===== src/rtl/piece_ctrl_pkg.sv =====
// piece_ctrl_pkg: shared game types, board geometry and tetromino shape table
package piece_ctrl_pkg;
   localparam int GAME_W = 10;
   localparam int GAME_H = 20;
   typedef enum logic [2:0] {PT_I, PT_O, PT_T, PT_S, PT_Z, PT_J, PT_L} piece_type_t;
   typedef enum logic [1:0] {MC_LEFT, MC_RIGHT, MC_DOWN, MC_ROT_CW} move_cmd_t;
   typedef enum logic [2:0] {ST_IDLE, ST_SPAWN_CHECK, ST_READY, ST_CHECK, ST_LOCK, ST_OVER} ctrl_state_t;
   typedef struct packed {
      logic [GAME_W-1:0][GAME_H-1:0] screen;
   } game_state_t;
   // Each rotation lists its four cells as {x[1:0], y[1:0]} nibbles; table words run rot3..rot0.
   function automatic logic [3:0][3:0] piece_shape(piece_type_t t, logic [1:0] rot);
      logic [3:0][15:0] tbl;
      logic [15:0] c;
      logic [3:0][3:0] m;
      case (t)
         PT_I:    tbl = {16'h4567, 16'h26AE, 16'h89AB, 16'h159D};
         PT_T:    tbl = {16'h4156, 16'h1596, 16'h4596, 16'h4159};
         PT_S:    tbl = {16'h0156, 16'h5926, 16'h459A, 16'h4815};
         PT_Z:    tbl = {16'h4152, 16'h156A, 16'h8596, 16'h0459};
         PT_J:    tbl = {16'h4526, 16'h159A, 16'h4856, 16'h0159};
         PT_L:    tbl = {16'h0456, 16'h1592, 16'h456A, 16'h8159};
         default: tbl = {4{16'h4589}};
      endcase
      c = tbl[rot];
      m = '0;
      for (int k = 0; k < 4; k++) m[c[4*k+2 +: 2]][c[4*k +: 2]] = 1'b1;
      return m;
   endfunction
endpackage


===== src/rtl/piece_ctrl_collision_check.sv =====
// collision_check: tests a 4x4 piece mask, shifted by dx/dy, against the 6x6 neighbourhood window
module collision_check (
   input  logic [5:0][5:0]  window,
   input  logic [3:0][3:0]  mask,
   input  logic signed [1:0] dx,
   input  logic             dy,
   output logic             hit
);
   // Mask cell (i,j) lands on window cell (1+i+dx, 1+j+dy); any occupied overlap is a hit.
   always_comb begin
      hit = 1'b0;
      for (int i = 0; i < 4; i++)
         for (int j = 0; j < 4; j++)
            hit = hit | (mask[i][j] & window[3'(i + 1 + int'(dx))][3'(j + 1 + int'(dy))]);
   end
endmodule


===== src/rtl/piece_ctrl.sv =====
// piece_ctrl: active-piece FSM accepting or rejecting moves against the sampled neighbourhood
module piece_ctrl import piece_ctrl_pkg::*; #(
   parameter int BOARD_WIDTH  = GAME_W,
   parameter int BOARD_HEIGHT = GAME_H,
   parameter int SPAWN_X      = 3
) (
   input  logic                            clk,
   input  logic                            reset_n,
   input  logic                            spawn,
   input  piece_type_t                     spawn_type,
   input  logic                            cmd_valid,
   input  move_cmd_t                       cmd,
   output logic                            cmd_ready,
   input  logic [5:0][5:0]                 window,
   output logic [$clog2(BOARD_WIDTH)-1:0]  piece_x,
   output logic [$clog2(BOARD_HEIGHT)-1:0] piece_y,
   output piece_type_t                     piece_type,
   output logic [1:0]                      piece_rot,
   output logic                            piece_active,
   output logic                            cmd_blocked,
   output logic                            lock_valid,
   output logic                            game_over
);
   localparam int XW = $clog2(BOARD_WIDTH);
   localparam int YW = $clog2(BOARD_HEIGHT);
   ctrl_state_t state_q, state_d;
   logic [XW-1:0] x_q, x_d;
   logic [YW-1:0] y_q, y_d;
   logic [1:0] rot_q, rot_d;
   piece_type_t type_q, type_d;
   move_cmd_t cmd_q, cmd_d;
   logic in_check, hit, blocked;
   logic signed [1:0] dx;
   logic [3:0][3:0] mask;
   assign in_check = state_q == ST_CHECK;
   assign dx = !in_check ? 2'sd0 : cmd_q == MC_LEFT ? -2'sd1 : cmd_q == MC_RIGHT ? 2'sd1 : 2'sd0;
   assign mask = piece_shape(type_q, rot_q + 2'(in_check && cmd_q == MC_ROT_CW));
   collision_check u_cc (
      .window(window),
      .mask  (mask),
      .dx    (dx),
      .dy    (in_check && cmd_q == MC_DOWN),
      .hit   (hit)
   );
   // x is unsigned, so a left move from column 0 can never be legal
   assign blocked = hit || (cmd_q == MC_LEFT && x_q == '0);
   assign cmd_ready = state_q == ST_READY;
   assign piece_active = state_q == ST_READY || state_q == ST_CHECK || state_q == ST_LOCK;
   assign cmd_blocked = in_check && blocked && cmd_q != MC_DOWN;
   assign lock_valid = state_q == ST_LOCK;
   assign game_over = state_q == ST_OVER;
   assign piece_x = x_q;
   assign piece_y = y_q;
   assign piece_type = type_q;
   assign piece_rot = rot_q;
   // State and piece registers; reset drops any in-flight command
   always_ff @(posedge clk or negedge reset_n)
      if (!reset_n) begin
         state_q <= ST_IDLE;
         x_q <= '0;
         y_q <= '0;
         rot_q <= '0;
         type_q <= PT_I;
         cmd_q <= MC_LEFT;
      end else begin
         state_q <= state_d;
         x_q <= x_d;
         y_q <= y_d;
         rot_q <= rot_d;
         type_q <= type_d;
         cmd_q <= cmd_d;
      end
   // Next state: spawn, accept a command, then commit, reject or lock on the checked candidate
   always_comb begin
      state_d = state_q;
      x_d = x_q;
      y_d = y_q;
      rot_d = rot_q;
      type_d = type_q;
      cmd_d = cmd_q;
      case (state_q)
         ST_IDLE: if (spawn) begin
            x_d = XW'(SPAWN_X);
            y_d = '0;
            rot_d = '0;
            type_d = spawn_type;
            state_d = ST_SPAWN_CHECK;
         end
         ST_SPAWN_CHECK: state_d = hit ? ST_OVER : ST_READY;
         ST_READY: if (cmd_valid) begin
            cmd_d = cmd;
            state_d = ST_CHECK;
         end
         ST_CHECK: begin
            state_d = blocked && cmd_q == MC_DOWN ? ST_LOCK : ST_READY;
            if (!blocked) begin
               x_d = cmd_q == MC_LEFT ? x_q - 1'b1 : cmd_q == MC_RIGHT ? x_q + 1'b1 : x_q;
               y_d = cmd_q == MC_DOWN ? y_q + 1'b1 : y_q;
               rot_d = cmd_q == MC_ROT_CW ? rot_q + 2'd1 : rot_q;
            end
         end
         ST_LOCK: state_d = ST_IDLE;
         default: ;
      endcase
   end
endmodule


===== config.mk =====
export PLATFORM = sky130hd
export DESIGN_NAME = piece_ctrl
export DESIGN_NICKNAME = d
export VERILOG_FILES = /design/src/rtl/piece_ctrl_pkg.sv /design/src/rtl/piece_ctrl_collision_check.sv /design/src/rtl/piece_ctrl.sv
export SDC_FILE = /design/constraint.sdc
export NUM_CORES = 1
export LEC_CHECK = 0
export CAP_MARGIN = 20
export CORE_MARGIN = 5
export CORE_UTILIZATION = 54
export DETAILED_ROUTE_END_ITERATION = 8
export PLACE_DENSITY = 0.88
export SLEW_MARGIN = 20
export SYNTH_ARGS = -nofsm -noshare
export SYNTH_HDL_FRONTEND = slang
export SYNTH_SLANG_ARGS = --single-unit

===== constraint.sdc =====
create_clock -name clk -period 12.9 [get_ports clk]
set_clock_uncertainty 0.15 [all_clocks]
set_input_delay 3.225 -clock clk [delete_from_list [all_inputs] [get_ports clk]]
set_output_delay 3.225 -clock clk [all_outputs]
set_load 0.005 [all_outputs]

# Yosys cells after proc, flatten, opt, wreduce, memory -nomap -nowiden
# Cells that the tools add are included.
# op_classes
add_sub_neg	13
multipliers	0
div	0
order_cmp	25
eq_ne	20
shifts	0
muxes	100
n_bitwise	34
reduce_logical	29
# op_table
op	count
$pmux W63 S6	1
$bmux W6 S3	4
$bmux W1 S3	16
$mux W6	8
$or A16 B16 Y16	3
$mux W1	37
$lt A3 B5 Y1 const B	7
$bmux W16 S2	1
$demux W4 S2	4
$mux W4	8
$lt A2 B3 Y1 const B	9
$and A1 B1 Y1	16
$ge A2 B1 Y1 const B	8
$mux W16	1
$eq A3 B3 Y1 const B	5
$mux W5	3
$or A1 B1 Y1	15
$pmux W3 S5	1
$logic_and A1 B1 Y1	14
$eq A3 B2 Y1 const B	4
$mux W3	4
$reduce_and A4 Y1	3
$mux W2	5
$pmux W5 S2	1
other kinds (28)	43
# totals
register_bits	19
latchBits	0
ramBits	0
mem_bits_ro	0
input_bits	45
output_inout_bits	19
elab_cells	227
memories	0

# Logic depth before layout (Yosys ltp)
# Gate-level depths: netlist of the first run.
# logic_depth
ltp_word	34
depth_mapped	19
depth_no_buf	14

# Cells and area by module
# From an unflattened synthesis of the first run, not the netlist that was laid out.
# hier_totals
hier_cells	285
hier_area_um2	2586.2
# by_module_without_submodules
mod	instances	cells_each	area_each_um2	seq_area_each_um2
piece_ctrl	1	181	1525.2	475.5
collision_check	1	104	1061.0	0.0

# Worst setup path after synthesis of the first run
# No wires, ideal clock.
# synth_timing
path_kind	input-to-output
startpoint	input window[26] in the netlist's numbering
endpoint	output cmd_blocked
t_arrival_ps	5005
required_ps	9525
slack_ps	4520
path_stages	8
path_buffers	1
path_cell_list	mux4_2 o2bb2ai_1 a32oi_1 nand4_1 or4_1 buf_2 nor2_8 a211oi_1
# synth_via
elab_chain_cells	25
word_cells_on_any_way	94
cone_classes	mux: 60; bitwise: 31; reduce/logical: 3
# synth_rtl
item	line_no	text
from (decl)	piece_ctrl.sv:14	input logic [5:0][5:0] window,
$bmux W6 S3	piece_ctrl_collision_check.sv:14	hit = hit | (mask[i][j] & window[3'(i + 1 + int'(dx))][3'(j + 1 + int'(dy))]);
$mux W6 (implied by the code) (2 in series)	piece_ctrl_collision_check.sv:14	
$bmux W1 S3	piece_ctrl_collision_check.sv:14	
$mux W1 (implied by the code) (2 in series)	piece_ctrl_collision_check.sv:14	
$and A1 B1 Y1	piece_ctrl_collision_check.sv:14	
$or A1 B1 Y1 (14 in series)	piece_ctrl_collision_check.sv:14	
$or A1 B1 Y1 (*)	piece_ctrl_collision_check.sv:14	
$logic_or A1 B1 Y1 (*)	piece_ctrl.sv:46	assign blocked = hit || (cmd_q == MC_LEFT && x_q == '0);
$logic_and A1 B1 Y1 (*) (2 in series)	piece_ctrl.sv:49	assign cmd_blocked = in_check && blocked && cmd_q != MC_DOWN;
to (decl)	piece_ctrl.sv:20	output logic cmd_blocked,
# Mark *: on every way between the ends. The rest lies on a longest branch, timed or not. The select of a mux whose other input is x is not followed.

# Worst setup path after layout of the first run
# Ends and elaborated chain as after synthesis.

==> metrics.md, run 1 <==
| Metric | Value |
|---|---|
| Status | `finished, final reports clean` |
| TritonCTS clock tree | `done` |
| Comb pwr share | `about two thirds` |
| Dominant cells by area after synthesis | `dfrtp_1 20%, mux4_2 5.6%, mux2i_1 5.4%` |
| H-tree level count | `1` |
| Num CTS Buffers | `3` |
| Clock Path Buffers | `2` |
| RSZ-0062 raised after global routing | `false` |
| Total congestion overflow | `0` |
| Post-synth top flop | `dfrtp_1` |
| Final min period | `9650 ps` |
| Fillers | `between 300 and 400` |
| Mapped cell area | `~2400 um^2` |
| Fmax | `roughly 100 MHz` |
| Tcrit/Tclk final | `about three quarters` |
| M1 GR Usage | `just under 30%` |
| Synth top area share | `19.8%` |
| Final Hold Viols | `0` |
| Worst min path class | `reg -> reg` |
| Wire per inst | `about 18 um` |
| Number of synthesized flops with an enable pin | `0` |
| Crit path arrival time | `6270 ps` |
| Met2 Resource Use GR | `40.2%` |
| Via count | `2590` |
| XOR/XNOR share of the synthesized area | `1.82%` |
| Gpl congestion | `0.895` |
| Detailed Route Iter0 Violations | `slightly above 300` |
| CP max FO | `10` |
| Vias in the first global route | `about 2500` |
| Hold Slack | `about 410 ps` |
| Post-synthesis simple-gate area fraction | `28.5%` |
| Initial antenna violation count | `0` |
| Post-layout util | `approximately 70%` |
| Starting Density | `between 50% and 60%` |
| Clock group share of total power | `8.0%` |
| Max Cap Viol | `0` |
| Synth Area in Adders | `3.95%` |
| Clock Latency Late Sink | `260 ps` |
| Ratio of cells with drive above 1 in the final layout | `between 8 and 9%` |
| First-pass GRT wire length | `11800 um` |
| Synth Area in Compound Gates | `approximately a quarter` |
| Worst path required time | `roughly 9500 ps` |
| Rows | `24` |
| Sequential area share after synthesis | `between 10% and 20%` |
| Overall power | `0.528 mW` |
| Main combinational cell family by area after synthesis | `simple AND/OR/NAND/NOR gates` |
| P_sw | `0.262 mW` |
| PD cells | `177 nW/um^2` |
| #FFs+latches synth | `19` |
| Syn_nets | `approximately 350` |
| IO buf count | `56` |
| Chip height | `between 70 and 80 um` |
| Cell type with the largest total area after synthesis | `dfrtp_1` |
| Synth-to-layout area growth | `24.0%` |
| Drt total wl | `between 7000 and 8000 um` |
| Critical Path End Type | `output pin` |
| Cts hold-fix bufs | `0` |
| GRT Overall Usage | `roughly a quarter` |
| ANT cells | `0` |
| Die area | `about 5900 um^2` |
| Root Driver | `clkbuf_8` |
| HPWL Detailed | `5210 um` |
| Setup_tns | `0 ps` |
| FF/Latch Area | `between 400 and 500 um^2` |
| Multi-input gate area | `about 1800 um^2` |
| Max VDD drop | `about 0.13 mV` |
| Leakage power | `around 1.2 nW` |
| Worst-path clk slew | `70 ps` |
| Most Crowded Layer GR | `met2` |
| Post-CTS Resized | `0` |
| Internal power | `between 0.2 and 0.3 mW` |
| Clock sink count | `19` |
| Die W | `between 70 and 80 um` |
| DRC errors left | `0` |
| Core area | `~4300 um^2` |
| Vias per cell | `~6.7` |
| Met3 Use GR | `under 10%` |
| Routed Antenna Nets | `0` |
| Flop pwr share | `a little over a quarter` |
| Mapped Avg Cell Area | `slightly above 8 um^2` |
| Post-synth ARST share | `100%` |
| Drt pass-1 iters | `5` |
| Largest net degree at the start of global routing | `25` |
| IO Pins | `64` |
| Final Max Slew Viols | `0` |
| Crit Path Category | `in -> out` |
| Ys Warns | `0` |
| Worst Max-Slew Pin Slew | `around 870 ps` |
| Switching Fraction | `between 40% and 50%` |
| Final setup fails | `0` |
| Setup bufs post-CTS | `0` |
| CP startpoint kind | `input pin` |
| Cells after Synth | `around 300` |
| Multiplexer share of the synthesized area | `13.8%` |
| Fin nets | `roughly 390` |
| Synth cell types | `70` |
| Relative max-transition margin | `about two fifths` |
[power by group through the flow]
| stage | Sequential [mW] | Combinational (mW) | Clock [mW] |
|---|---|---|---|
| floorplan | 0.0995 | 0.275 | 0 |
| global placement | 0.140 | 0.326 | 0 |
| detailed placement | 0.142 | 0.336 | 0 |
| CTS | 0.142 | 0.338 | 0.0434 |
| global route | 0.151 | 0.371 | 0.0449 |
| finish | 0.144 | 0.342 | 0.0421 |
[worst paths after layout]
| kind | startpoint | endpoint | slack, ps | depth (start not counted) |
|---|---|---|---|---|
| worst max-delay path | window[26] | cmd_blocked | 3250 | 9 |
| worst min-delay path | piece_y[4]$_DFFE_PN0P_ | piece_y[4]$_DFFE_PN0P_ | 410 | 1 |
| worst max register to register | state_q[1]$_DFFE_PN0P_ | piece_x[2]$_DFFE_PN0P_ | 7850 | 12 |
| worst min register to register | piece_y[4]$_DFFE_PN0P_ | piece_y[4]$_DFFE_PN0P_ | 410 | 1 |
| max in group asynchronous | reset_n | piece_rot[1]$_DFFE_PN0P_ | 8750 | 1 |
| min in group asynchronous | reset_n | piece_x[3]$_DFFE_PN0P_ | 3310 | 1 |
[registers in the layout (all words and copies together), names as in the netlist]
register / count
cmd_q: 2
state_q: 3
piece_rot: 2
piece_x: 4
piece_y: 5
piece_type: 3
[stage by stage]
stage	instance area [um^2]	cells	setup WS (ps)
final	2980	387	3250
after global routing	2980	387	3160
after floorplan	2400	299	4520
after global placement	2940	383	3320
after CTS	2980	387	3310
after detailed placement	2940	383	3320
[Yosys cell counts, drive strengths merged (6+ instances only)]
library cell and instances:
a211oi 6, a21oi 9, a31oi 8, and3 6
clkbuf 22, dfrtp 19, ha 6, inv 10
mux2 6, mux2i 13, mux4 6, nand2 26
nand3 12, nor2 21, nor2b 9, nor3 14
o21ai 14, o2bb2ai 7
[layout by cell type (no fill, tap or decap), types with 3 or more instances in the layout]
cell type / instances
clkdlybuf4s50_1: 56
nand2_1: 26
nor2_1: 20
dfrtp_1: 19
nor3_1: 13
o21ai_0: 13
mux2i_1: 13
nand3_1: 12
inv_1: 9
nor2b_1: 9
a21oi_1: 9
o2bb2ai_1: 7
a31oi_1: 7
mux2_2: 6
a211oi_1: 6
mux4_2: 6
and3_1: 6
ha_1: 6
nor3b_1: 5
nand4_1: 5
xor2_1: 4
nand2b_1: 4
o211ai_1: 4
nor4_1: 4
a21o_1: 3
a22o_1: 3
o2111ai_1: 3
clkbuf_8: 3
buf_4: 3
[area by class of cell]
cell class	count	share of cell area, %
clock buffers	4	1.51
well taps	52	2.18
repair buffers	59	19.6
multi-input cells	243	59.4
inverters	10	1.43
flip-flops and latches	19	15.9
[cells by family after synthesis]
| group | count (synthesis) |
|---|---|
| AOI/OAI and AO/OA | 82 |
| adders and majority gates | 7 |
| DFF | 19 |
| xor gates and xnor gates | 5 |
| buffers and inverters | 37 |
| and+or+nand+nor | 124 |
| muxes | 25 |
[critical path, cell delays in order]
cell and delay, ps:
clkdlybuf4s50_1 470, mux4_2 500, o2bb2ai_1 170, a32oi_1 210, nand4_1 110, or4_1 730
nor2_8 270, a211oi_1 110, clkdlybuf4s50_1 480
[metal layers]
layer,up-vias,wire (um)
met4,0,272
met5,-,0
met2,150,3480
met3,25,572
met1,1195,2800
li1,1220,-
No activity file was read; power rests on OpenSTA's default activity.
==> run 2, diff against run 1 <==
--- a/config.mk
+++ b/config.mk
@@ -7,9 +7,9 @@
 export LEC_CHECK = 0
 export CAP_MARGIN = 20
 export CORE_MARGIN = 5
-export CORE_UTILIZATION = 54
+export CORE_UTILIZATION = 45
 export DETAILED_ROUTE_END_ITERATION = 8
-export PLACE_DENSITY = 0.88
+export PLACE_DENSITY = 0.78
 export SLEW_MARGIN = 20
 export SYNTH_ARGS = -nofsm -noshare
 export SYNTH_HDL_FRONTEND = slang
==> constraint.sdc (replaced) <==
create_clock -name clk -period 8.8 [get_ports clk]
set_clock_uncertainty 0.15 [all_clocks]
set_input_delay 2.2 -clock clk [delete_from_list [all_inputs] [get_ports clk]]
set_output_delay 2.2 -clock clk [all_outputs]
set_load 0.005 [all_outputs]
==> metrics.md, run 2 (synthesis results as in run 1) <==
| Metric | Value |
|---|---|
| Num CTS Buffers | `3` |
| Final Max Slew Viols | `0` |
| Worst min path class | `reg -> reg` |
| H-tree level count | `1` |
| Max VDD drop | `0.160 mV` |
| Worst-path clk slew | `approximately 70 ps` |
| Gpl congestion | `slightly below 0.9` |
| Post-CTS Resized | `0` |
| TritonCTS clock tree | `done` |
| IO buf count | `56` |
| DRC errors left | `0` |
| Relative max-transition margin | `41.2%` |
| Crit path arrival time | `5220 ps` |
| Worst Max-Slew Pin Slew | `about 880 ps` |
| Final setup fails | `0` |
| Worst path required time | `6450 ps` |
| Clock sink count | `19` |
| Final WS setup | `around 1200 ps` |
| Setup_tns | `0 ps` |
| Rows | `26` |
| Root Driver | `clkbuf_8` |
| GRT Overall Usage | `about a fifth` |
| Commonest cells after routing, fill and taps aside | `56 x clkdlybuf4s50_1, 26 x nand2_1, 20 x nor2_1` |
| Die W | `83.1 um` |
| Critical Path End Type | `output pin` |
| Fin nets | `between 300 and 400` |
| Wire per inst | `17.4 um` |
| Largest net degree at the start of global routing | `25` |
| IO Pins | `64` |
| Placed Cells | `around 400` |
| Detailed Route Iter0 Violations | `~250` |
| Drt total wl | `7050 um` |
| Vias per cell | `roughly 6.2` |
| Clock Path Buffers | `2` |
| Critical Path, Cell by Cell | `clkdlybuf4s50_1, mux4_2, o2bb2ai_1, a32oi_1, nand4_1, or4_1, nor2_8, a211oi_1, clkdlybuf4s50_1` |
| Fmax | `132 MHz` |
| Routed Antenna Nets | `0` |
| Crit Path Category | `in -> out` |
| CP delay by family, top | `simple AND/OR/NAND/NOR gates` |
| Crit path buf inv count | `2` |
| Chip height | `around 83 um` |
| Total congestion overflow | `0` |
| Synth-to-layout area growth | `25.3%` |
| Ratio of cells with drive above 1 in the final layout | `around 8.6%` |
| Final Hold Viols | `0` |
| Hold Slack | `~410 ps` |
| Setup bufs post-CTS | `0` |
| Worst path max stage delay | `about 720 ps` |
| Final min period | `7570 ps` |
| CP max FO | `10` |
| Clock Latency Late Sink | `around 260 ps` |
| Slowest-stage cell, CP | `or4_1` |
| Leading cell type in the layout, fill and taps excluded | `clkdlybuf4s50_1` |
| Layout Cells excl Fill | `406` |
| RSZ-0062 raised after global routing | `false` |
| Vias in the first global route | `2456` |
| Core area | `5140 um^2` |
| PD cells | `256 nW/um^2` |
| Design area | `around 3000 um^2` |
| Die area | `a little under 7000 um^2` |
| Starting Density | `between 40% and 50%` |
| First-pass GRT wire length | `around 12000 um` |
| Leakage power | `~1.2 nW` |
| Placed instance area | `a little under 3000 um^2` |
| Drt pass-1 iters | `5` |
| Via count | `approximately 2500` |
| Post-layout util | `approximately 59%` |
| Status | `finished, final reports clean` |
| Critical Path Most Common Cell | `clkdlybuf4s50_1` |
| Pre-CTS setup slack | `roughly 1300 ps` |
| Max reg flops | `5` |
| CP startpoint kind | `input pin` |
| Tcrit/Tclk final | `86.0%` |
| HPWL Detailed | `5220 um` |
| Initial antenna violation count | `0` |
| Max Cap Viol | `0` |
| Overall power | `between 0.7 and 0.8 mW` |
| Cts hold-fix bufs | `0` |
| ANT cells | `0` |
-- run 2: final cells by class --
class,count,area [um^2]
Tap cell,70,87.6
Clock inverter,1,5.00
Clock buffer,3,41.3
Sequential cell,19,475
Fill cell,492,2130
Inverter,10,42.5
Multi-Input combinational cell,243,1770
Timing Repair Buffer,60,591
-- run 2: final timing paths --
check / slack, ps / startpoint / end / cells past startpoint
hold / removal: 410 / piece_y[4]$_DFFE_PN0P_ / piece_y[4]$_DFFE_PN0P_ / 1
max in group asynchronous: 5680 / reset_n / cmd_q[1]$_DFFE_PN0P_ / 1
min in group asynchronous: 2280 / reset_n / piece_y[2]$_DFFE_PN0P_ / 1
hold reg to reg: 410 / piece_y[4]$_DFFE_PN0P_ / piece_y[4]$_DFFE_PN0P_ / 1
setup / recovery: 1230 / window[26] / cmd_blocked / 9
setup reg to reg: 3740 / cmd_q[1]$_DFFE_PN0P_ / piece_x[2]$_DFFE_PN0P_ / 12
-- run 2: where the power goes --
| part | internal, mW | leakage [nW] | switching (mW) | total (mW) |
|---|---|---|---|---|
| combinational | 0.242 | 0.931 | 0.258 | 0.500 |
| clock | 0.0316 | 0.0255 | 0.0315 | 0.0631 |
| sequential | 0.117 | 0.241 | 0.0914 | 0.209 |
| total | 0.391 | 1.20 | 0.381 | 0.772 |
-- run 2: per-layer routing --
layer,vias up,routed length (um),track usage (%)
met1,1195,3130,26.8
met4,0,244,8.17
li1,1219,-,-
met5,-,0,0
met2,100,3320,32.4
met3,23,353,2.77
==> run 3, diff against run 2 <==
==> constraint.sdc (replaced) <==
create_clock -name clk -period 8.8 [get_ports clk]
set_clock_uncertainty 0.15 [all_clocks]
set_input_delay 2.2 -clock clk [delete_from_list [all_inputs] [get_ports clk]]
set_output_delay 2.2 -clock clk [all_outputs]
set_load 0.01 [all_outputs]
==> metrics.md, run 3 (synthesis results as in run 1) <==
| Metric | Value |
|---|---|
| Post-CTS Resized | `0` |
| Worst path max stage delay | `roughly 700 ps` |
| GRT Overall Usage | `about a fifth` |
| Worst path required time | `between 6000 and 7000 ps` |
| Wire per inst | `between 15 and 20 um` |
| PD cells | `roughly 260 nW/um^2` |
| Cts hold-fix bufs | `0` |
| FF/Latch Area | `~480 um^2` |
| Crit path arrival time | `between 5000 and 6000 ps` |
| Leakage power | `1.20 nW` |
| Max reg flops | `5` |
| Drt total wl | `7150 um` |
| Final min period | `roughly 7600 ps` |
| Clock sink count | `19` |
| DRC errors left | `0` |
| Fin nets | `around 390` |
| Leading cell type in the layout, fill and taps excluded | `clkdlybuf4s50_1` |
| RR Startpoint | `cmd_q[1]$_DFFE_PN0P_` |
| Multi-input gate area | `about 1800 um^2` |
| Starting Density | `a little under half` |
| R2r endpoint | `piece_x[2]$_DFFE_PN0P_` |
| Root Driver | `clkbuf_8` |
| Setup_tns | `0 ps` |
| CP delay by family, top | `simple AND/OR/NAND/NOR gates` |
| Critical Path, Cell by Cell | `clkdlybuf4s50_1, mux4_2, o2bb2ai_1, a32oi_1, nand4_1, or4_1, nor2_8, a211oi_1, clkdlybuf4s50_1` |
| Final setup fails | `0` |
| Largest net degree at the start of global routing | `25` |
| Routed Antenna Nets | `0` |
| Core area | `5140 um^2` |
| Final WS setup | `1210 ps` |
| Flop pwr share | `between 20% and 30%` |
| Total congestion overflow | `0` |
| Num CTS Buffers | `3` |
| TritonCTS clock tree | `done` |
| Relative max-transition margin | `about two fifths` |
| IO Pins | `64` |
| Chip height | `roughly 83 um` |
| Status | `finished, final reports clean` |
| H-tree level count | `1` |
| Max VDD drop | `0.173 mV` |
| First-pass GRT wire length | `around 12000 um` |
| Fillers | `~500` |
| Rows | `26` |
| Gpl congestion | `a little under 0.9` |
| R2R depth | `12` |
| ANT cells | `0` |
| Die area | `roughly 6900 um^2` |
| Crit Path Category | `in -> out` |
| CP startpoint kind | `input pin` |
| Critical Path End Type | `output pin` |
| P_sw | `just under 0.4 mW` |
| Switching Fraction | `about half` |
| Detailed Route Iter0 Violations | `~290` |
| Comb pwr share | `around 66%` |
| CP max FO | `10` |
| Worst-path clk slew | `80 ps` |
| IO buf count | `56` |
| Clock Latency Late Sink | `approximately 260 ps` |
| Clock group share of total power | `under 10%` |
| HPWL Detailed | `between 5000 and 6000 um` |
| Worst min path class | `reg -> reg` |
| R2R setup slack | `around 3800 ps` |
| Tcrit/Tclk final | `86.3%` |
| CP startpoint | `window[26]` |
| Clock Path Buffers | `2` |
| Die W | `roughly 83 um` |
| Drt pass-1 iters | `5` |
| Final Max Slew Viols | `0` |
| Pre-CTS setup slack | `between 1000 and 1500 ps` |
| Worst Max-Slew Pin Slew | `roughly 900 ps` |
| Critical Path Most Common Cell | `clkdlybuf4s50_1` |
| WP depth | `9` |
| RSZ-0062 raised after global routing | `false` |
| Fmax | `roughly 130 MHz` |
| Synth-to-layout area growth | `25.3%` |
| Max Cap Viol | `0` |
| Via count | `2588` |
| End point of the critical path | `cmd_blocked` |
| Vias in the first global route | `between 2000 and 2500` |
| Internal power | `0.392 mW` |
| Commonest cells after routing, fill and taps aside | `56 x clkdlybuf4s50_1, 26 x nand2_1, 20 x nor2_1` |
| Setup bufs post-CTS | `0` |
| Ratio of cells with drive above 1 in the final layout | `under 10%` |
| Slowest-stage cell, CP | `or4_1` |
| Vias per cell | `~6.4` |
| Final Hold Viols | `0` |
| Initial antenna violation count | `0` |
| Crit path buf inv count | `2` |
## run 3: cell counts in the layout (fill, tap and decap cells not counted)
No cell type changed its count.
## run 3: worst reg2reg max path: stages (launching register included)
cell	delay, ps
dfrtp_1	560
nand4bb_1	850
inv_6	470
nand2_1	130
ha_1	330
a211oi_1	290
a211oi_1	120
o311ai_0	340
nand4_1	120
or4_1	710
nor2_8	270
nand3_1	180
a311o_1	380
## run 3: per-layer routing
| layer | part of all wire (%) | up-vias | track usage, % | wire, um |
|---|---|---|---|---|
| li1 | - | 1218 | - | - |
| met5 | 0 | - | 0 | 0 |
| met1 | 43 | 1235 | 26.8 | 3040 |
| met2 | 49 | 118 | 33.5 | 3500 |
| met3 | 5.9 | 17 | 2.18 | 425 |
| met4 | 2.5 | 0 | 5.79 | 178 |
## run 3: worst min-delay path by stage
| stage | start | endpoint | slack (ps) | cells past startpoint |
|---|---|---|---|---|
| 6_report | piece_y[4]$_DFFE_PN0P_ | piece_y[4]$_DFFE_PN0P_ | 400 | 1 |
| 5_1_grt | piece_y[4]$_DFFE_PN0P_ | piece_y[4]$_DFFE_PN0P_ | 460 | 1 |
| 4_1_cts | piece_y[4]$_DFFE_PN0P_ | piece_y[4]$_DFFE_PN0P_ | 410 | 1 |
| 3_5_place_dp | piece_y[4]$_DFFE_PN0P_ | piece_y[4]$_DFFE_PN0P_ | 390 | 1 |
| 3_3_place_gp | piece_y[4]$_DFFE_PN0P_ | piece_y[4]$_DFFE_PN0P_ | 390 | 1 |
| 2_1_floorplan | piece_y[4]$_DFFE_PN0P_ | piece_y[4]$_DFFE_PN0P_ | 410 | 1 |
## run 3: through the flow
step | util [%] | hold slack, ps | cell area (um^2) | instances | power, mW
3_5_place_dp | 57.7 | 390 | 2970 | 402 | 0.713
5_1_grt | 58.6 | 455 | 3010 | 406 | 0.844
3_3_place_gp | 57.7 | 387 | 2970 | 402 | 0.702
4_1_cts | 58.6 | 412 | 3010 | 406 | 0.781
2_1_floorplan | - | 409 | 2400 | 299 | 0.560
6_report | 58.6 | 401 | 3010 | 406 | 0.784
## run 3: final cells by class
| class | count | area share [%] |
|---|---|---|
| clock inverter | 1 | 0.166 |
| inverter | 10 | 1.41 |
| multi-input combinational | 243 | 58.8 |
| sequential | 19 | 15.8 |
| timing repair buffer | 60 | 19.6 |
| tap | 70 | 2.91 |
| clock buffer | 3 | 1.37 |
## run 3: power groups by stage
stage | sequential (mW) | combinational, mW | clock (mW)
3_5_place_dp | 0.207 | 0.506 | 0
4_1_cts | 0.206 | 0.511 | 0.0637
5_1_grt | 0.218 | 0.559 | 0.0676
2_1_floorplan | 0.153 | 0.407 | 0
6_report | 0.208 | 0.513 | 0.0625
3_3_place_gp | 0.206 | 0.496 | 0
==> variant 1: new RTL, settings of run 2 <==
Set the package constant `GAME_H` to 40 (it was 20).
--- a/src/rtl/piece_ctrl_pkg.sv
+++ b/src/rtl/piece_ctrl_pkg.sv
@@ -3,3 +3,3 @@
    localparam int GAME_W = 10;
-   localparam int GAME_H = 20;
+   localparam int GAME_H = 40;
    typedef enum logic [2:0] {PT_I, PT_O, PT_T, PT_S, PT_Z, PT_J, PT_L} piece_type_t;
Ports: changed (resized piece_y); port bits go from 64 to 65. No check against the original RTL was run, so the function may have changed too.
==> variant 1 against run 2 <==
  * Total power up 6.7%
  * Area after synthesis rose by 2.2%
  * Via count decreased by 4.5%
  * Non-clock buffer count unchanged
  * Register-to-register slack better by 710 ps
  * Clock power increased by 13%
  * Maximum frequency increased by 1.7%
  * First-iteration DRC count decreased by 34%
  * Cell area up 2.9%
  * Critical path depth up 1
  * Wire length shrank 6.9%
  * Setup slack improved by 130 ps
  * Sequential cell count grew 1
==> variant 1: results (changes against run 2) <==
comb_multi_in: 230 (-5.3%)
antenna violations before repair: 0 (unchanged)
Synth Area in Compound Gates: 22.3% (-3.3 points)
nets: 378 (-2.8%)
status: complete, no violations
cell family with most CP delay: buffers and inverters
Signal inverters: 11 (+1)
sequential share of cell area: 16.1% (+0.37 points)
fillers: 499 (+1.4%)
worst-path maximum fanout: 14 (+4)
Min Hold Slack: 393 ps (-20.3 ps)
hpwl dp: 4870 µm (-6.7%)
drt pass-1 iters: 4 (-1)
Non-clock buffers, area share: 19.2% (-0.38 points)
Tcrit/Tclk final: 84.5% (-1.5 points)
register area share after synthesis: 20.4% (+0.59 points)
Vias/cell: 6.11 (-2.3%)
Distinct cells, synth: 67 (-4.3%)
Max IR drop VDD: 0.145 mV (-9.6%)
Largest register FFs: 6 (+1)
gr usage total: 18.7% (-1.3 points)
total wire length: 6570 µm (-6.9%)
Ant. Diodes: 0 (unchanged)
area of the multi-input gates: 1810 µm² (+2.3%)
crit-path max cell delay: 560 ps (-160 ps)
initial drt markers: 167 (-34%)
Hold Startpoint: piece_y[0]$_DFFE_PN0P_
setup slack, reg-to-reg: 4450 ps (+710 ps)
Max clock buf depth: 2 (unchanged)
slew margin rel.: 37.4% (-3.7 points)
Post-Synth Adder-Cell Area: 3.87% (-0.087 points)
PortBufs: 58 (+3.6%)
global-route wire length before repair: 11100 µm (-6.8%)
xor-xnor portion of the synthesized cell area: 2.49% (+0.67 points)
post-synthesis net count: 336 (-4.3%)
worst r2r src: state_q[1]$_DFFE_PN0P_
post-synthesis register bit count: 20 (+1)
Critical R2R Capture: piece_y[2]$_DFFE_PN0P_
CP max stage cell: or4_4
mux contribution to synthesized area: 19.8% (+6.0 points)
P_leak: 1.32 nW (+10%)
TritonCTS Buffers: 3 (unchanged)
clk_buf instances: 4 (+1)
ranking of synthesized cells by area: dfrtp_1, mux2i_1, mux4_2, mux2_2, nand2_1
placer's final routability congestion estimate: 0.873 (-2.1%)
vias in the first global route: 2269 (-7.6%)
CP arrival: 5090 ps (-130 ps)
Synth top cells by count: nand2_1, mux2i_1, dfrtp_1
layout cells sized above 1: 11.4% (+2.8 points)
number of non-clock buffers: 60 (unchanged)
Layout clock area frac: 1.78% (+0.24 points)
Placement Setup Slack: 1400 ps (+132 ps)
Hold EP: piece_y[0]$_DFFE_PN0P_
==> variant 1: cell count changes after synthesis, sizes merged, moves of 4 or more <==
| cell | run 2 | this run |
|---|---|---|
| buf | 5 | 9 |
| nor3 | 14 | 7 |
| a31oi | 8 | 2 |
| o2bb2ai | 7 | 3 |
| clkbuf | 22 | 14 |
| o21ai | 14 | 9 |
| o211a | 0 | 4 |
| mux2 | 6 | 10 |
| nand3 | 12 | 5 |
| mux2i | 13 | 24 |
| a221oi | 1 | 5 |
| nor2 | 21 | 11 |
==> variant 1: where the power goes <==
part / internal [W] / switching [W] / leakage, nW / total (W)
clock network: 0.0000399 / 0.0000317 / 0.0288 / 0.0000716
registers: 0.000118 / 0.0000781 / 0.252 / 0.000196
logic: 0.000280 / 0.000275 / 1.04 / 0.000555
total: 0.000439 / 0.000385 / 1.32 / 0.000823
==> variant 1: worst register-to-register path, cell delays in order (launching register included) <==
cell and delay [ps]:
dfrtp_1 570, and3b_1 470, and3_2 310, ha_1 240, xor2_1 540, o41ai_1 160, a311oi_1 340, a211oi_1 90
or4_4 560, nor4_4 140, buf_4 230, nand2_2 150, a31o_2 280
==> variant 1: cells by family after synthesis <==
kind of cell,Yosys count
AO/OA/AOI/OAI,72
buffers and inverters,34
adder cells (fa/ha/maj),7
AND/OR/NAND/NOR,104
XOR/XNOR,7
flip-flops,20
multiplexers,40
==> variant 1: through the flow <==
stage	cells	area, µm²
2_1_floorplan	284	2460
3_3_place_gp	393	3040
3_5_place_dp	393	3040
4_1_cts	397	3090
5_1_grt	397	3100
6_report	397	3100
==> variant 1: metal layers <==
metal  global-route usage (%)  up-vias  wire (µm)
met1                     26.0     1160       2880
met3                     2.47       13        371
met5                        0        -          0
met2                     29.9       87       3160
li1                         -     1164          -
met4                     6.29        0        155
==> variant 2: new RTL, config.mk and constraints of run 2 <==
Made on the original files. Re-encode `ctrl_state_t` (6 states) as one-hot, 6 bits wide.
--- a/src/rtl/piece_ctrl_pkg.sv
+++ b/src/rtl/piece_ctrl_pkg.sv
@@ -6,3 +6,3 @@
    typedef enum logic [1:0] {MC_LEFT, MC_RIGHT, MC_DOWN, MC_ROT_CW} move_cmd_t;
-   typedef enum logic [2:0] {ST_IDLE, ST_SPAWN_CHECK, ST_READY, ST_CHECK, ST_LOCK, ST_OVER} ctrl_state_t;
+   typedef enum logic [5:0] {ST_IDLE = 6'b000001, ST_SPAWN_CHECK = 6'b000010, ST_READY = 6'b000100, ST_CHECK = 6'b001000, ST_LOCK = 6'b010000, ST_OVER = 6'b100000} ctrl_state_t;
    typedef struct packed {
Function: no difference found for any inputs over 4 cycles, from zero or initial values and one cycle with reset_n low; so few cycles prove little.
==> variant 2 against run 2 <==
  * Area after synthesis up 9.7%
  * Wire length up 18%
  * Cell area up 8.5%
  * Worst hold slack worse by 5.2 ps
  * Count of clock-buffer cells in the layout unchanged
  * Sequential cell count up 3
  * Setup slack worse by 7.4 ps
  * Critical path depth up 5
  * Critical endpoint unchanged
Power is left out: it rests on default switching activity, and per cell area and clock period it moved more than threefold.
==> variant 2: results (changes against run 2) <==
TritonCTS Buffers: 3 (unchanged)
Post-Synth Adder-Cell Area: 3.61% (-0.35 points)
Vias/cell: 6.50 (+4.0%)
register area share after synthesis: 20.9% (+1.1 points)
R2R cell count: 14 (+2)
WL met1: 3580 µm (+14%)
crit-path max cell delay: 830 ps (+110 ps)
Ys Warns: 0 (unchanged)
PortBufs: 56 (unchanged)
largest register by flop count: state_q
Hold Startpoint: state_q[0]$_DFFE_PN1P_
post-synthesis net count: 394 (+12%)
cell family with most CP delay: simple AND/OR/NAND/NOR gates
worst slew pin tran: 1040 ps (+165 ps)
pin count of the biggest net entering global routing: 30 (+20%)
hold path depth: 1 (unchanged)
mux contribution to synthesized area: 11.7% (-2.1 points)
H-tree Lvls: 1 (unchanged)
Max clock buf depth: 2 (unchanged)
Worst-Skew Late Latency: 260 ps (about the same)
Primary FF master, synth: dfrtp_1
Synth top cells by count: nand2_1, nor2_1, mux2i_1
global-route wire length before repair: 13300 µm (+12%)
Ant. Diodes: 0 (unchanged)
share of synthesized flip-flops with an asynchronous set or reset: 100% (unchanged)
M3 GR Usage: 2.76% (-0.016 points)
Critical Path Start: state_q[1]$_DFFE_PN0P_
worst-path maximum fanout: 15 (+5)
total wire length: 8320 µm (+18%)
met3 wire len: 643 µm (+82%)
drt pass-1 iters: 5 (unchanged)
placer's final routability congestion estimate: 0.929 (+4.3%)
initial drt markers: 324 (+28%)
xor-xnor portion of the synthesized cell area: 1.99% (+0.17 points)
Distinct cells, synth: 68 (-2.9%)
uppermost layer routed: met4
GRT met2 Usage: 35.5% (+3.0 points)
status: complete, no violations
Post-CTS Repair Setup Buffers: 0 (unchanged)
layout cells sized above 1: 7.09% (-1.5 points)
hpwl dp: 6290 µm (+21%)
CTS clock-pin slew for the worst setup and hold paths: 80 ps
routed length on met2: 3900 µm (+17%)
Root Driver: clkbuf_8
post-route setup TNS: 0 ps (unchanged)
ranking of synthesized cells by area: dfrtp_1, mux2i_1, nand2_1, nor3_1, nor2_1
nets: 434 (+12%)
gr usage total: 21.7% (+1.7 points)
vias in the first global route: 2716 (+11%)
CP arrival: 5220 ps (about the same)
CP max stage cell: xor2_1
Synth Area in Compound Gates: 24.1% (-1.4 points)
Largest register FFs: 6 (+1)
Placement Setup Slack: 1470 ps (+204 ps)
Hold/Removal Path Class: reg -> reg
post-CTS sizing: 0 (unchanged)
met1 Usage GRT: 29.7% (+2.9 points)
antenna violations before repair: 0 (unchanged)
## variant 2: final cells by class
cell class              instances  area (µm²)
inverters                       9        33.8
clock buffers                   3        41.3
clock inverters                 1        30.0
fillers                       520        2340
multi-input cells             288        1950
repair buffers                 58         576
well taps                      72        90.1
flip-flops and latches         22         552
## variant 2: path summary, 6_finish.rpt
| path | to | slack [ps] |
|---|---|---|
| min in group asynchronous | piece_x[1]$_DFFE_PN0P_ | 2320 |
| min | state_q[0]$_DFFE_PN1P_ | 410 |
| max | cmd_blocked | 1230 |
| max reg2reg | piece_y[4]$_DFFE_PN0P_ | 3570 |
| max in group asynchronous | piece_type[1]$_DFFE_PN0P_ | 5600 |
| min reg2reg | state_q[0]$_DFFE_PN1P_ | 410 |
## variant 2: through the flow
stage                     hold slack (ps)  cells  util (%)  instance area [µm²]
after floorplan                       371    342         -                 2640
after global placement                384    449      57.0                 3200
after detailed placement              372    449      57.0                 3200
after CTS                             406    453      58.3                 3270
after global routing                  422    453      58.3                 3270
final                                 408    453      58.3                 3270
